**config.mk**
```make
export PLATFORM = sky130hd
export DESIGN_NAME = led_bar_scan
export DESIGN_NICKNAME = d
export VERILOG_FILES = /design/src/rtl/led_bar_scan.sv
export SDC_FILE = /design/constraint.sdc
export NUM_CORES = 1
export LEC_CHECK = 0
export ABC_AREA = 1
export CORE_ASPECT_RATIO = 2
export CORE_MARGIN = 4
export CORE_UTILIZATION = 55
export DETAILED_ROUTE_END_ITERATION = 7
export HOLD_SLACK_MARGIN = 0.08
export PLACE_DENSITY = 0.78
export SETUP_SLACK_MARGIN = 0.02
export SYNTH_ARGS = -nofsm -noshare
export SYNTH_HDL_FRONTEND = slang
export SYNTH_SLANG_ARGS = --single-unit
```
**constraint.sdc**
```tcl
create_clock -name clk -period 1.95 [get_ports clk]
set_clock_uncertainty 0.15 [all_clocks]
set_input_delay 0.2925 -clock clk [delete_from_list [all_inputs] [get_ports clk]]
set_output_delay 0.2925 -clock clk [all_outputs]
set_load 0.05 [all_outputs]
```
**src/rtl/led_bar_scan.sv**
```systemverilog
// Multiplexed LED bar driver: one LED per clock, zero-centred bar plus decaying peak marker, with PWM dimming and blink.
// Outputs are registered one clock after the LED index is scanned; no backpressure, the scan never stalls.
module led_bar_scan #(
  parameter int ROWS        = 4,
  parameter int COLS        = 2,
  parameter int VAL_BITS    = 4,
  parameter int VAL_Z       = 3,
  parameter int PWM_BITS    = 3,
  parameter int HOLD_FRAMES = 15,
  parameter int BLINK_ON    = 2,
  parameter int BLINK_OFF   = 3
) (
  input  logic                clk,
  input  logic                reset,
  input  logic                en,
  input  logic [VAL_BITS-1:0] value,
  input  logic                load,
  input  logic                blink,
  input  logic [PWM_BITS-1:0] bright,
  input  logic                peak_en,
  output logic [ROWS-1:0]     in_en,
  output logic [COLS-1:0]     out_en,
  output logic                frame
);

  localparam int N   = ROWS * COLS;
  localparam int IW  = (N > 1) ? $clog2(N) : 1;
  localparam int RW  = (ROWS > 1) ? $clog2(ROWS) : 1;
  localparam int CW  = (COLS > 1) ? $clog2(COLS) : 1;
  localparam int HW  = (HOLD_FRAMES > 0) ? $clog2(HOLD_FRAMES + 1) : 1;
  localparam int BMX = (BLINK_ON > BLINK_OFF) ? BLINK_ON : BLINK_OFF;
  localparam int BW  = (BMX > 1) ? $clog2(BMX) : 1;

  localparam logic [IW-1:0]       IDX_LAST  = IW'(N - 1);
  localparam logic [RW-1:0]       ROW_LAST  = RW'(ROWS - 1);
  localparam logic [VAL_BITS-1:0] VAL_MAX   = VAL_BITS'(N - 1);
  localparam logic [VAL_BITS-1:0] VZ        = VAL_BITS'(VAL_Z);
  localparam logic [HW-1:0]       HOLD_INIT = HW'(HOLD_FRAMES);
  localparam logic [BW-1:0]       ON_LAST   = BW'(BLINK_ON - 1);
  localparam logic [BW-1:0]       OFF_LAST  = BW'(BLINK_OFF - 1);

  typedef enum logic {PH_ON, PH_OFF} phase_t;

  logic [IW-1:0]       idx_q, idx_d;
  logic [RW-1:0]       row_q, row_d;
  logic [CW-1:0]       col_q, col_d;
  logic [VAL_BITS-1:0] val_q, val_d;
  logic [VAL_BITS-1:0] peak_q, peak_d;
  logic [HW-1:0]       hold_q, hold_d;
  logic [PWM_BITS-1:0] pwm_q, pwm_d;
  phase_t              ph_q, ph_d;
  logic [BW-1:0]       bcnt_q, bcnt_d;
  logic [ROWS-1:0]     in_en_q, in_en_d;
  logic [COLS-1:0]     out_en_q, out_en_d;
  logic                frame_q, frame_d;

  logic                frame_end;
  logic [VAL_BITS-1:0] val_clamped;
  logic [VAL_BITS-1:0] idx_v;
  logic                peak_load;
  logic                bar_lit;
  logic                peak_lit;
  logic                visible;
  logic                lit;

  always_comb begin
    frame_end   = (idx_q == IDX_LAST);
    val_clamped = (value > VAL_MAX) ? VAL_MAX : value;
    peak_load   = load && (val_clamped > peak_q);
    idx_v       = VAL_BITS'(idx_q);

    // Scan position; row and column advance in lockstep with idx.
    idx_d = idx_q + IW'(1);
    row_d = row_q + RW'(1);
    col_d = col_q;
    if (frame_end) begin
      idx_d = '0;
      row_d = '0;
      col_d = '0;
    end else if (row_q == ROW_LAST) begin
      row_d = '0;
      col_d = col_q + CW'(1);
    end

    val_d = load ? val_clamped : val_q;

    // A rising load restarts the hold; otherwise the marker holds, then slides toward the bar.
    peak_d = peak_q;
    hold_d = hold_q;
    if (peak_load) begin
      peak_d = val_clamped;
      hold_d = HOLD_INIT;
    end else if (frame_end) begin
      if (hold_q != '0) begin
        hold_d = hold_q - HW'(1);
      end else if (peak_q > val_q) begin
        peak_d = peak_q - VAL_BITS'(1);
      end
    end

    pwm_d = frame_end ? pwm_q + PWM_BITS'(1) : pwm_q;

    ph_d   = ph_q;
    bcnt_d = bcnt_q;
    if (!blink) begin
      ph_d   = PH_ON;
      bcnt_d = '0;
    end else if (frame_end) begin
      case (ph_q)
        PH_ON: begin
          if (bcnt_q == ON_LAST) begin
            ph_d   = PH_OFF;
            bcnt_d = '0;
          end else begin
            bcnt_d = bcnt_q + BW'(1);
          end
        end
        default: begin
          if (bcnt_q == OFF_LAST) begin
            ph_d   = PH_ON;
            bcnt_d = '0;
          end else begin
            bcnt_d = bcnt_q + BW'(1);
          end
        end
      endcase
    end

    // Bar spans from the zero LED toward the value in either direction.
    if (val_q >= VZ) begin
      bar_lit = (idx_v >= VZ) && (idx_v <= val_q);
    end else begin
      bar_lit = (idx_v >= val_q) && (idx_v <= VZ);
    end
    peak_lit = peak_en && (idx_v == peak_q);
    visible  = en && (bright > pwm_q) && (!blink || (ph_q == PH_ON));
    lit      = visible && (bar_lit || peak_lit);

    in_en_d  = lit ? (ROWS'(1) << row_q) : '0;
    out_en_d = lit ? (COLS'(1) << col_q) : '0;
    frame_d  = frame_end;
  end

  always_ff @(posedge clk) begin
    if (reset) begin
      idx_q    <= '0;
      row_q    <= '0;
      col_q    <= '0;
      val_q    <= '0;
      peak_q   <= '0;
      hold_q   <= '0;
      pwm_q    <= '0;
      ph_q     <= PH_ON;
      bcnt_q   <= '0;
      in_en_q  <= '0;
      out_en_q <= '0;
      frame_q  <= 1'b0;
    end else begin
      idx_q    <= idx_d;
      row_q    <= row_d;
      col_q    <= col_d;
      val_q    <= val_d;
      peak_q   <= peak_d;
      hold_q   <= hold_d;
      pwm_q    <= pwm_d;
      ph_q     <= ph_d;
      bcnt_q   <= bcnt_d;
      in_en_q  <= in_en_d;
      out_en_q <= out_en_d;
      frame_q  <= frame_d;
    end
  end

  assign in_en  = in_en_q;
  assign out_en = out_en_q;
  assign frame  = frame_q;

endmodule
```
## Word level (Yosys, flattened, before mapping)

Index checks and enable logic that the tools add are counted.
W data, S select, Z words.

| cells by class | value |
|---|---|
| order comparisons | 9 |
| shift-type cells | 2 |
| divide/modulo/power cells | 0 |
| $add $sub $neg | 7 |
| $mul | 0 |
| equality and inequality tests | 6 |
| reductions and logical operators | 20 |
| multiplexer cells | 15 |
| bitwise gates (word level) | 3 |

Operator list:

| operator | number |
|---|---|
| $mux W4 | 8 |
| $gt A4 B4 Y1 | 2 |
| $sub A4 B1 Y4 const B | 2 |
| $logic_and A1 B1 Y1 | 7 |
| $add A3 B1 Y3 const B | 2 |
| $mux W2 | 3 |
| $reduce_bool A2 Y1 | 3 |
| $reduce_or A2 Y1 | 3 |
| $add A2 B1 Y2 const B | 2 |
| $eq A2 B2 Y1 const B | 2 |
| $eq A3 B4 Y1 | 1 |
| $ge A3 B4 Y1 | 1 |
| $ge A4 B2 Y1 const B | 1 |
| $gt A4 B3 Y1 const B | 1 |
| $le A3 B4 Y1 | 1 |
| $mux W1 | 4 |
| $reduce_bool A4 Y1 | 1 |
| $shl A1 B2 Y4 const A | 1 |
| $eq A3 B3 Y1 const B | 1 |
| $ge A3 B2 Y1 const B | 1 |
| $gt A3 B3 Y1 | 1 |
| $le A3 B2 Y1 const B | 1 |
| $not A1 Y1 | 3 |
| $reduce_and A3 Y1 | 1 |
| other kinds (8) | 9 |

| storage, ports and cells | value |
|---|---|
| memories kept | 0 |
| bits of input ports | 13 |
| bits in registers | 31 |
| bits in writable memories | 0 |
| logic and storage cells | 74 |
| output and inout bits | 7 |
| bits in read-only memories | 0 |
| bits in latches | 0 |

## Longest topological paths before layout

Gate-level depths: netlist (run 1).

| logic depth | value |
|---|---|
| depth in word-level cells | 7 |
| gate-level depth with buffers | 12 |
| depth with buffers taken out | 12 |

## Worst setup path after synthesis (run 1)

No wires, ideal clock.

| timing path | value |
|---|---|
| kind | reg2reg |
| from | reg peak_q[2] |
| to | reg hold_q[2] |
| data arrival time | 1.406 ns |
| period minus slack after synthesis | 1.676 ns |
| setup slack | 0.274 ns |
| stages on the path, launching flop included | 10 |
| setup time | 0.120 ns |
| required time | 1.680 ns |
| path buffers | 1 |
| cells stage by stage | dfxtp_1 -> inv_1 -> ha_1 -> nand2_1 -> o21a_4 -> nand2_4 -> buf_6 -> inv_1 -> a21oi_1 -> a21oi_1 |

| between the ends | value |
|---|---|
| word-level cells in the longest chain between the ends | 4 |
| elaborated cells between the ends (all ways) | 6 |
| classes of those cells | order compare: 1; mux: 1; reduce/logical: 4 |

RTL lines:

| element | RTL line | RTL |
|---|---|---|
| from (decl) | 48 | `logic [VAL_BITS-1:0] peak_q, peak_d;` |
| from (signal assigned) | 163 | `peak_q <= peak_d;` |
| $gt A4 B4 Y1 * | 69 | `peak_load = load && (val_clamped > peak_q);` |
| $logic_and A1 B1 Y1 * | 69 |  |
| $reduce_bool A2 Y1 (no line) | - |  |
| $reduce_and A2 Y1 (no line) | - |  |
| to (signal assigned) | 164 | `hold_q <= hold_d;` |
| to (decl) | 49 | `logic [HW-1:0] hold_q, hold_d;` |

Every way passes the cells marked *; elsewhere a longest branch is shown, timed or not.
A chain may end at the register's enable or synchronous reset.

## Worst setup path in the final report (run 1)

| timing path | value |
|---|---|
| from | reg in_en_q[0], in the netlist in_en[0] |
| to | out in_en[0] |

RTL lines:

| element | RTL line | RTL |
|---|---|---|
| from (decl) | 53 | `logic [ROWS-1:0] in_en_q, in_en_d;` |
| from (signal assigned) | 168 | `in_en_q <= in_en_d;` |
| to (decl) | 21 | `output logic [ROWS-1:0] in_en,` |

No word-level cell between the ends.

==> summary.txt, run 1 <==
GRT
  – Vias in the first global route: 1554
  – First-pass GRT wire length: 6110 um
  – Pin count of the biggest net entering global routing: 14
  – GRT Total Usage: 20.7%
  – Congestion Overflow GR: 0
  – Number of antenna violations at the first check in global routing: 0

Place
  – IO Port Bufs: 19
  – Global placement routability congestion: 0.929
  – Placed inst area: 2060 sq um
  – Post-place setup slack: -0.179 ns
  – Post-DP HPWL: 3050 um

Power and ir drop
  – Cell Pwr Density: 784 nW/um^2
  – Peak VDD IR: 849 uV
  – Total power: 1730 uW
  – Leak: 0.00107 uW

STA
  – Final setup margin: 0.108 ns
  – Final setup violation count: 0
  – Worst-margin pin slew: 0.508 ns
  – RSZ-0062 raised after global routing: no
  – Min Clock Period, post-route: 1.84 ns
  – Max_slew headroom: 66.0%
  – Max Slew Vio Count: 0
  – Max Fclk: 0.543 GHz
  – Final Hold Violating Endpoints: 0
  – Final worst-path cycle share: 94.4%
  – Setup_tns: 0 ns

Setup path
  – Worst path required time: 1.51 ns
  – Internal reg-to-reg setup slack: 0.15 ns
  – CP arrival: 1.40 ns
  – CP bufs+invs: 1
  – Crit path capture type: primary output
  – Crit path largest cell delay: 0.80 ns
  – WS Path Type: reg -> out
  – Critical path's slowest cell: clkdlybuf4s50_1
  – CP Launch Type: register
  – Critical path cell sequence: clkdlybuf4s50_1
  – Cell family with most CP delay: buffers and inverters
  – Crit Path Max Fanout: 1

Logic synthesis
  – Mux cell area share after synthesis: 0%
  – Asr flop ratio synth: 0%
  – Adder-cell share of the synthesized area: 15.1%
  – Synthesized cell area: 1740 sq um
  – #FFs+latches synth: 31
  – Post-synth top area cell: dfxtp_1
  – Largest family of logic cells by synthesized area: simple AND/OR/NAND/NOR gates
  – Ys flop type: dfxtp_1
  – Seq/Total Area, Yosys: 35.6%
  – Top cells by area in the synthesized netlist: dfxtp_1 (36%), ha_1 (15%), nand2_1 (9.7%)
  – Most common cell in the synthesized netlist: nand2_1
  – Post-synth top cells: nand2_1 (45), inv_1 (40), dfxtp_1 (31)
  – Ys Warns: 0
  – Post-synth top area share: 35.6%
  – Post-synthesis compound-gate area fraction: 11.3%
  – Post-Syn Nets: 270
  – Post-Synth XOR/XNOR Area: 3.01%
  – Unique masters post-synth: 28
  – Avg Inst Size Synth: 7.39 sq um
  – Simple-Gate Fraction of Synth Area: 24.5%
  – EDFF count, synth: 0
  – Mapped Cells: 236

Routing
  – Antenna-violating nets left: 0
  – Detailed Routing Iterations Pass 1: 4
  – DR iter-0 viols: 19
  – Avg WL per Cell: 12.7 um
  – Drt total wl: 3870 um
  – DRC viols: 0
  – Total number of vias: 1601
  – Via density: 5.23

Clock network
  – H-tree depth: 2
  – CTS buffer count: 5
  – Clock slew at reported path FFs: 0.07 ns
  – Clk_lat worst skew: 0.29 ns
  – Root Buffer: clkbuf_8
  – CTS Buffer Depth: 2
  – Post-CTS Setup Inserts: 0
  – TritonCTS Sinks: 31
  – CTS tree: yes

Die
  – Die H: 87.6 um
  – IO Count: 20
  – Die outline width: 47.8 um
  – FP Rows: 28
  – Die ar.: 4190 sq um
  – Initial cell density of the core: 57.9%
  – Core area: 3010 sq um

Final layout
  – Area grow syn2layout: 26.6%
  – Inserted Diodes: 0
  – Layout Utilization: 73.3%
  – Post-route cell area: 2210 sq um
  – Nets: 309
  – Share of cells above drive strength 1: 12.0%

Run status
  – Outcome: finished clean

Hold path
  – HP Class: reg -> reg

Flow run
  – MaxCap Viol Count: 0
## routing by layer
metal | routed length (um) | GRT usage [%] | part of all wire [%]
met4 | 150 | 14.5 | 3.9
met5 | 0 | 0 | 0
met3 | 128 | 4.12 | 3.3
met2 | 2210 | 38.8 | 57
met1 | 1380 | 16.8 | 36
## final cells by class
cell class                 count  area [sq um]
fill                         241           805
clock inverter                 2          35.0
timing repair buffer          34           303
tap                           30          37.5
clock buffer                   6          82.6
multi-input combinational    161           972
sequential                    31           621
inverter                      42           158
## timing repair
item,CTS,global route
setup endpoints to repair,0,5
resized for setup,0,3
hold buffers,0,0
## where the power goes
group / internal [uW] / leakage, uW / switching (uW)
Clock: 413 / 0.0000612 / 241
Sequential: 671 / 0.000254 / 30.1
Combinational: 164 / 0.000755 / 214
Total: 1250 / 0.00107 / 485
## cell families after synthesis
kind of cell,after synthesis
AOI/OAI and AO/OA,35
xor gates and xnor gates,6
adders and majority gates,21
buffers and inverters,45
DFF,31
other,1
and+or+nand+nor,97
## metrics by stage
stage,cells,hold slack (ns)
after floorplan,236,0.222
after global placement,297,0.300
after detailed placement,297,0.298
after CTS,305,0.313
after global routing,306,0.323
final,306,0.311
## flip-flops by register name (all words and copies together), names as in the netlist
| signal | cells |
|---|---|
| bcnt_q | 2 |
| col_q | 1 |
| frame | 1 |
| hold_q | 4 |
| idx_q | 3 |
| in_en | 4 |
| out_en | 2 |
| peak_q | 4 |
| ph_q | 1 |
| pwm_q | 3 |
| row_q | 2 |
| val_q | 4 |
## cell usage in the layout (no fill, tap or decap), types with 2 or more instances in the layout
cell type	synthesis	routed
nand2_1	45	44
nor3_1	3	3
clkdlybuf4s50_1	0	19
nor2_1	21	21
xor2_1	4	4
xnor2_1	2	2
nand2_2	2	2
inv_1	40	40
nand4_1	4	4
buf_4	0	15
a31oi_1	4	4
clkbuf_8	0	6
nand2_4	1	2
ha_1	21	21
o21ai_0	11	11
a21oi_1	16	16
nand3_1	17	17
dfxtp_1	31	31
## final timing paths
check / from / to / cells past startpoint
setup / recovery: in_en[0]$_SDFF_PP0_ / in_en[0] / 1
hold / removal: col_q$_SDFFE_PP0P_ / out_en[0]$_SDFF_PP0_ / 1
setup reg to reg: peak_q[3]$_SDFFE_PP0P_ / hold_q[2]$_SDFFE_PP0P_ / 8
hold reg to reg: col_q$_SDFFE_PP0P_ / out_en[0]$_SDFF_PP0_ / 1
Power figures use the tool's default switching activity.
==> run 2: changes to the inputs <==
--- a/config.mk
+++ b/config.mk
@@ -8,10 +8,11 @@
 export ABC_AREA = 1
 export CORE_ASPECT_RATIO = 2
 export CORE_MARGIN = 4
-export CORE_UTILIZATION = 55
+export CORE_UTILIZATION = 58
+export CTS_BUF_LIST = sky130_fd_sc_hd__clkbuf_8
 export DETAILED_ROUTE_END_ITERATION = 7
 export HOLD_SLACK_MARGIN = 0.08
-export PLACE_DENSITY = 0.78
+export PLACE_DENSITY = 0.82
 export SETUP_SLACK_MARGIN = 0.02
 export SYNTH_ARGS = -nofsm -noshare
 export SYNTH_HDL_FRONTEND = slang
==> constraint.sdc (replaced) <==
create_clock -name clk -period 2.1 [get_ports clk]
set_clock_uncertainty 0.15 [all_clocks]
set_input_delay 0.315 -clock clk [delete_from_list [all_inputs] [get_ports clk]]
set_output_delay 0.315 -clock clk [all_outputs]
set_load 0.05 [all_outputs]
==> run 2 against run 1 <==
Die area fell by 4.5%. Largest power group unchanged. Critical endpoint is now peak_q[2]$_SDFFE_PP0P_. Worst hold slack improved by 0.0083 ns. Critical path depth rose by 10. Total power is 17% lower. Cell count down 2.9%. Wire length is 7.9% lower. Count of clock-buffer cells in the layout is 1 lower. Utilization increased by 1.5 points. Flip-flop and latch count stayed put.
==> summary.txt, run 2 (synthesis results as in run 1) <==
Run status
  – Outcome: finished clean

GRT
  – Number of antenna violations at the first check in global routing: 0
  – Pin count of the biggest net entering global routing: 14
  – GRT Total Usage: 21.0%
  – Vias in the first global route: 1575
  – First-pass GRT wire length: 6270 um
  – Congestion Overflow GR: 0

Final layout
  – Area grow syn2layout: 20.3%
  – Nets: 301
  – Inserted Diodes: 0
  – Commonest non-fill, non-tap cell in the layout: nand2_1
  – Post-route cell area: 2100 sq um
  – Commonest cells after routing, fill and taps aside: nand2_1 (45), inv_1 (40), dfxtp_1 (31), nor2_1 (21), ha_1 (21)
  – Share of cells above drive strength 1: 8.96%
  – Layout Utilization: 74.8%

STA
  – Final setup violation count: 0
  – Max Fclk: 0.535 GHz
  – Max Slew Vio Count: 0
  – Setup_tns: 0 ns
  – Min Clock Period, post-route: 1.87 ns
  – Final Hold Violating Endpoints: 0
  – Max_slew headroom: 66.6%
  – Worst-margin pin slew: 0.500 ns
  – RSZ-0062 raised after global routing: no
  – Final worst-path cycle share: 89.0%
  – Final hold slack: 0.320 ns

Setup path
  – CP Launch Type: input port
  – Reg2Reg Depth: 7
  – RR Startpoint: idx_q[1]$_SDFF_PP0_
  – WS Path Type: in -> reg
  – Crit path largest cell delay: 0.41 ns
  – Critical path's slowest cell: clkdlybuf4s50_1
  – Internal reg-to-reg setup slack: 0.33 ns
  – Crit path top cell by count: nand2_1
  – Crit path capture type: register
  – Worst path required time: 2.17 ns
  – CP arrival: 1.94 ns
  – Worst setup path startpoint: value[3]
  – Crit Path Max Fanout: 13
  – Critical path cell sequence: clkdlybuf4s50_1 -> inv_1 -> nand2_1 -> ha_1 -> nand2_1 -> o21a_4 -> nand2_4 -> nand2_1 -> nand2_1 -> nand2_1 -> a21oi_1
  – CP Capture Point: peak_q[2]$_SDFFE_PP0P_
  – Reg2reg end: hold_q[3]$_SDFFE_PP0P_

Die
  – Die H: 85.6 um
  – Core area: 2800 sq um
  – Die ar.: 4000 sq um
  – FP Rows: 27
  – IO Count: 20
  – Die outline width: 46.8 um
  – Initial cell density of the core: 62.2%

Clock network
  – Root Buffer: clkbuf_8
  – Clk_lat worst skew: 0.29 ns
  – Cts repair resizes: 0
  – Hold Buf Count CTS: 0
  – CTS buffer count: 5
  – TritonCTS Sinks: 31
  – CTS Buffer Depth: 2
  – H-tree depth: 2
  – Clock slew at reported path FFs: 0.07 ns
  – CTS tree: yes
  – Post-CTS Setup Inserts: 0

Place
  – Post-DP HPWL: 2810 um
  – Global placement routability congestion: 0.838
  – Placed inst area: 2010 sq um
  – IO Port Bufs: 19

Flow run
  – MaxCap Viol Count: 0

Routing
  – Avg WL per Cell: 12.0 um
  – Detailed Routing Iterations Pass 1: 4
  – Antenna-violating nets left: 0
  – Drt total wl: 3570 um
  – DRC viols: 0
  – Total number of vias: 1568
  – DR iter-0 viols: 26
  – Via density: 5.28

Power and ir drop
  – Leak: 0.00101 uW
  – Cell Pwr Density: 687 nW/um^2
  – Peak VDD IR: 539 uV

Hold path
  – HP Class: reg -> reg
run 2: cell types whose count changed in the layout (fill, tap and decap cells not counted):
cell / change
buf_4: -7
nand2_4: -1
clkinvlp_4: +2
nand2_1: +1
clkbuf_8: -1
bufinv_16: -1
nand2_8: -1
run 2: power breakdown:
| group | internal [uW] | switching [uW] |
|---|---|---|
| Sequential | 622 | 29.2 |
| Clock | 230 | 238 |
| Combinational | 140 | 183 |
run 2: layout make-up:
type	instances	area, sq um
inverters	42	158
flip-flops and latches	31	621
well taps	29	36.3
clock inverters	3	20.0
fillers	223	706
clock buffers	5	68.8
repair buffers	27	250
multi-input cells	160	945
run 2: metal layers:
layer  track usage [%]  vias up  part of all wire [%]
met2              37.5       36                    55
met5                 0        -                     0
met4              11.3        0                   3.0
li1                  -      817                     -
met3              4.83       12                   4.1
met1              20.4      703                    37
run 2: worst min path at each step:
stage | from | end | slack (ns) | depth (start not counted)
finish | col_q$_SDFFE_PP0P_ | out_en[1]$_SDFF_PP0_ | 0.32 | 2
global route | col_q$_SDFFE_PP0P_ | out_en[1]$_SDFF_PP0_ | 0.34 | 2
CTS | col_q$_SDFFE_PP0P_ | out_en[1]$_SDFF_PP0_ | 0.32 | 2
detailed placement | col_q$_SDFFE_PP0P_ | out_en[0]$_SDFF_PP0_ | 0.30 | 1
global placement | col_q$_SDFFE_PP0P_ | out_en[0]$_SDFF_PP0_ | 0.30 | 1
floorplan | load | val_q[3]$_SDFFE_PP0P_ | 0.24 | 1
run 2: worst max-delay path, delay by kind of cell:
family                     cells  cell delay, ns
AOI/OAI and AO/OA              2            0.33
adders and majority gates      1            0.31
buffers and inverters          2            0.51
and+or+nand+nor                6            0.47
run 2: through the flow:
stage / worst slack, ns / power [uW] / std cells
2_1_floorplan: 0.419 / 890 / 236
3_5_place_dp: -0.0603 / 987 / 289
6_report: 0.231 / 1440 / 297
5_1_grt: 0.0800 / 1530 / 297
4_1_cts: 0.226 / 1450 / 297
3_3_place_gp: 0.000822 / 977 / 289
